## src/rtl/sync_fifo_param.sv

```systemverilog
// sync_fifo_param
//   Single-clock FIFO with parameterised width/depth, occupancy count,
//   almost-full / almost-empty thresholds, overflow / underflow pulses and
//   an optional first-word-fall-through read mode.
//
// Ports
//   clk          rising-edge clock
//   rst          synchronous active-high reset
//   wr_en        write request, data_in captured when accepted
//   data_in      write data
//   rd_en        read request (FWFT: pop of the presented word)
//   data_out     read data (registered, or head word in FWFT mode)
//   empty        count == 0
//   full         count == DEPTH
//   almost_full  count >= AF_LEVEL
//   almost_empty count <= AE_LEVEL
//   count        occupancy 0..DEPTH
//   overflow     one-cycle pulse, write rejected
//   underflow    one-cycle pulse, read rejected
module sync_fifo_param #(
    parameter int WIDTH    = 8,
    parameter int DEPTH    = 8,
    parameter int AF_LEVEL = DEPTH - 2,
    parameter int AE_LEVEL = 2,
    parameter bit FWFT     = 1'b0
) (
    input  logic                       clk,
    input  logic                       rst,
    input  logic                       wr_en,
    input  logic [WIDTH-1:0]           data_in,
    input  logic                       rd_en,
    output logic [WIDTH-1:0]           data_out,
    output logic                       empty,
    output logic                       full,
    output logic                       almost_full,
    output logic                       almost_empty,
    output logic [$clog2(DEPTH):0]     count,
    output logic                       overflow,
    output logic                       underflow
);

    localparam int AW = $clog2(DEPTH);
    localparam int CW = AW + 1;

    localparam logic [CW-1:0] DEPTH_C = CW'(DEPTH);
    localparam logic [CW-1:0] AF_C    = CW'(AF_LEVEL);
    localparam logic [CW-1:0] AE_C    = CW'(AE_LEVEL);

    // Reject illegal configurations at elaboration time.
    if (WIDTH < 1) begin : g_bad_width
        $error("sync_fifo_param: WIDTH must be >= 1");
    end
    if (DEPTH < 2 || (DEPTH & (DEPTH - 1)) != 0) begin : g_bad_depth
        $error("sync_fifo_param: DEPTH must be a power of two >= 2");
    end
    if (AF_LEVEL < 1 || AF_LEVEL > DEPTH) begin : g_bad_af
        $error("sync_fifo_param: AF_LEVEL must be in 1..DEPTH");
    end
    if (AE_LEVEL < 0 || AE_LEVEL > DEPTH - 1) begin : g_bad_ae
        $error("sync_fifo_param: AE_LEVEL must be in 0..DEPTH-1");
    end

    logic [WIDTH-1:0] mem [DEPTH];
    logic [AW-1:0]    wr_ptr;
    logic [AW-1:0]    rd_ptr;
    logic             wa;
    logic             ra;

    // All status flags are pure decodes of the registered count.
    assign empty        = (count == '0);
    assign full         = (count == DEPTH_C);
    assign almost_full  = (count >= AF_C);
    assign almost_empty = (count <= AE_C);

    // A read frees a slot in the same edge, so a full FIFO can still take a
    // write alongside it. No bypass: a write never satisfies a read on empty.
    assign ra = rd_en && !empty;
    assign wa = wr_en && (!full || ra);

    // Storage is deliberately not reset.
    always_ff @(posedge clk) begin
        if (!rst && wa) begin
            mem[wr_ptr] <= data_in;
        end
    end

    always_ff @(posedge clk) begin
        if (rst) begin
            wr_ptr    <= '0;
            rd_ptr    <= '0;
            count     <= '0;
            overflow  <= 1'b0;
            underflow <= 1'b0;
        end else begin
            if (wa) wr_ptr <= wr_ptr + AW'(1);
            if (ra) rd_ptr <= rd_ptr + AW'(1);
            case ({wa, ra})
                2'b10:   count <= count + CW'(1);
                2'b01:   count <= count - CW'(1);
                default: count <= count;
            endcase
            overflow  <= wr_en && !wa;
            underflow <= rd_en && !ra;
        end
    end

    if (FWFT) begin : g_fwft
        // Head word is shown combinationally; zero while nothing is stored.
        always_comb begin
            data_out = '0;
            if (!empty) data_out = mem[rd_ptr];
        end
    end else begin : g_std
        // Registered read: word appears the cycle after the accepting edge
        // and holds until the next accepted read.
        always_ff @(posedge clk) begin
            if (rst) begin
                data_out <= '0;
            end else if (ra) begin
                data_out <= mem[rd_ptr];
            end
        end
    end

endmodule

```

## config.mk

```make
export PLATFORM = sky130hd
export DESIGN_NAME = sync_fifo_param
export DESIGN_NICKNAME = d
export VERILOG_FILES = /design/src/rtl/sync_fifo_param.sv
export SDC_FILE = /design/constraint.sdc
export NUM_CORES = 1
export LEC_CHECK = 0
export CAP_MARGIN = 20
export CORE_MARGIN = 3
export CORE_UTILIZATION = 61
export CTS_CLUSTER_DIAMETER = 60
export DETAILED_ROUTE_END_ITERATION = 10
export GPL_TIMING_DRIVEN = 1
export MAX_ROUTING_LAYER = met4
export PLACE_DENSITY = 0.84
export SKIP_LAST_GASP = 1
export SYNTH_ARGS = -nofsm -noshare
export SYNTH_HDL_FRONTEND = slang
export SYNTH_SLANG_ARGS = --single-unit
```

## constraint.sdc

```tcl
create_clock -name clk -period 6.54 [get_ports clk]
set_clock_uncertainty 0.05 [all_clocks]
set_input_delay 1.962 -clock clk [delete_from_list [all_inputs] [get_ports clk]]
set_output_delay 1.962 -clock clk [all_outputs]
set_load 0.01 [all_outputs]
```

==> metrics <==
antenna cells=0; syn avg cell area=16.4 um2; Worst slew margin=0.280; CTS buffer count=9; Port-buffer cells=29; io pins=30; total track usage=0.211; Arr. time, crit path=4.90 ns; Final Hold Fails=0; VDD IR max=0.257 mV; routed via count=1,821; DRC=0; CTS tree=done; Yosys reg bits=84; Placement Rows=26; crit-path leading delay family=compound AO/OA/AOI/OAI gates; switch share=0.280; synth unique cells=36; area grow syn2layout=16.4%; Reg clk slew, reported paths=0.08 ns; PwrDens=374 mW/mm2; vias in the first global route=1,788; Seq/Total Area, Yosys=0.678; status=complete, no violations; crit-path cells=clkdlybuf4s50_1 -> o41a_1 -> nand2b_1 -> inv_1 -> ha_1 -> a21o_1 -> a21oi_1 -> mux2i_1 -> mux2_1; Critical Path Start Type=primary input; Netlist Area Pre-Place=0.00342 mm2; initial antenna violation count=0; Logic pwr share=0.276; die area=0.00655 mm2; DIE HEIGHT=80.9 um; Layout fillers=340; first-pass GRT wire length=9380 um; Max clock buf depth=2; critical path's slowest cell=o41a_1; Layout Nets=254; Fin Hold WS=0.461 ns; share of layout cells above drive strength 1=0.165; Routed wire per std cell=19.0 um; GP Congestion=0.768; Post-Route Setup TNS=0 ns; final antenna-violating net count=0; post-route cell area=0.00399 mm2; largest net degree at the start of global routing=26; Post-synth EDFFs=64; hold crit path type=reg2reg; Max Fanout on Critical Path=20; iteration count of the initial detailed-routing pass=4; Worst EP required=6.74 ns; Syn Nets=226; worst skew pair latency=0.35 ns; Slew Limit Fails=0; CTS root buf=clkbuf_8; number of DRC markers in iteration 0=126; global route overflow=0; RSZ-0062 raised after global routing=no; H-Tree Depth=3; MaxCap Viol Count=0; Clock Power Share=0.260; Synth Flop Type=edfxtp_1; Synth async-reset ratio=0; Sink Count=84; DIE WIDTH=80.9 um; Worst Path Buf+Inv=2; Synth Instances=209; Crit Path Category=in2reg; period utilization=0.719; Post-DP HPWL=3760 um; worst-margin pin slew=1.08 ns; CP endpoint kind=flip-flop; slowest stage delay, CP=0.74 ns; drt total wl=5920 um; cts hold-fix bufs=0; Static Leak=1.32 nW; Max Clk Rate=0.213 GHz; Final min period=4.70 ns; yosys warns=0; switching pwr=0.418 mW; Layout Utilization=0.756; post-CTS resize count=0; initial core utilization=0.650; Post-CTS Setup Bufs=0; setup violators final=0; Placement Cell Area=0.00375 mm2; Flop pwr share=0.465; core area=0.00527 mm2; Int Pwr=1.07 mW; Via density=5.84
==> per-layer routing <==
layer / up-vias / routed length, um / global-route usage
met5: - / 0 / -
met2: 39 / 2960 / 0.335
met3: 10 / 287 / 0.0599
met4: 0 / 78 / 0.0659
met1: 912 / 2590 / 0.267
li1: 860 / - / -
==> worst register-to-register path, cell delays in order, from the launching register on <==
cell,delay (ns)
dfxtp_1,0.57
o41a_1,0.72
nand2b_1,0.22
inv_1,0.13
ha_1,0.24
a21o_1,0.18
a21oi_1,0.17
mux2i_1,0.21
mux2_1,0.33
==> cell type report <==
| cell class | count | area [um2] | share of cell area |
|---|---|---|---|
| inverters | 4 | 15.0 | 0.00377 |
| well taps | 70 | 87.6 | 0.0220 |
| flip-flops and latches | 84 | 2320 | 0.583 |
| clock inverters | 5 | 77.6 | 0.0195 |
| clock buffers | 11 | 131 | 0.0330 |
| multi-input cells | 104 | 1000 | 0.252 |
| repair buffers | 34 | 348 | 0.0873 |
==> sequential cells by signal (all words and copies together), names as in the netlist <==
name / cells
rd_ptr: 3
underflow: 1
count: 4
wr_ptr: 3
data_out: 8
mem: 64
overflow: 1
==> final timing paths <==
check / cells after the start / slack (ns) / end / startpoint
max: 9 / 1.84 / count[3] / rd_en
min reg2reg: 2 / 0.46 / data_out[4] / data_out[4]
max reg2reg: 8 / 3.62 / count[3] / count[0]
min: 2 / 0.46 / data_out[4] / data_out[4]
==> stage by stage <==
step,std cells,power (mW),worst slack [ns]
after floorplan,209,0.971,2.73
after global placement,295,1.09,1.56
after detailed placement,295,1.10,1.49
after CTS,311,1.48,1.86
after global routing,312,1.57,1.64
final,312,1.49,1.84
==> cells by family (layout without fill, tap and decap cells) <==
group / after synthesis / in the layout / synth area share
flops: 84 / 84 / 0.678
simple gates: 41 / 41 / 0.0577
mux: 27 / 27 / 0.138
compound gates: 24 / 24 / 0.0574
buf+inv: 21 / 54 / 0.0307
xor+xnor: 7 / 7 / 0.0179
fa+ha+maj: 5 / 5 / 0.0205
==> power by group through the flow <==
stage | combinational, mW | sequential [mW] | clock, mW
final | 0.412 | 0.693 | 0.387
after global routing | 0.451 | 0.703 | 0.415
after CTS | 0.383 | 0.708 | 0.392
after detailed placement | 0.382 | 0.719 | 0
after global placement | 0.370 | 0.717 | 0
after floorplan | 0.303 | 0.668 | 0
==> synth_stat cells (3+ instances only) <==
library cell  count  share of area
nand2_1           6         0.0066
ha_1              4          0.015
inv_1             4         0.0044
mux4_2           16           0.11
clkbuf_1          7         0.0077
nor2_1           22          0.024
a21oi_1           3         0.0044
dfxtp_1          20           0.12
edfxtp_1         64           0.56
nor3_1            4         0.0058
xor2_1            3         0.0077
buf_2             6         0.0088
xnor2_1           4          0.010
a211oi_1         10          0.022
mux2i_1          10          0.029
==> layout by cell type, fill, tap and decap left out, types with 2 or more instances in the layout <==
cell type / netlist / final
edfxtp_1: 64 / 64
clkdlybuf4s50_1: 0 / 29
nor2_1: 22 / 22
dfxtp_1: 20 / 20
mux4_2: 16 / 16
a211oi_1: 10 / 10
mux2i_1: 10 / 10
clkbuf_8: 0 / 9
nand2_1: 6 / 6
inv_1: 4 / 4
nor3_1: 4 / 4
xnor2_1: 4 / 4
ha_1: 4 / 4
buf_4: 1 / 4
a21oi_1: 3 / 3
xor2_1: 3 / 3
nor4_1: 2 / 2
o211ai_1: 2 / 2
a21o_1: 2 / 2
bufinv_16: 0 / 2
clkinv_2: 0 / 2
clkbuf_1: 7 / 2
No activity file was read; power rests on OpenSTA's default activity.
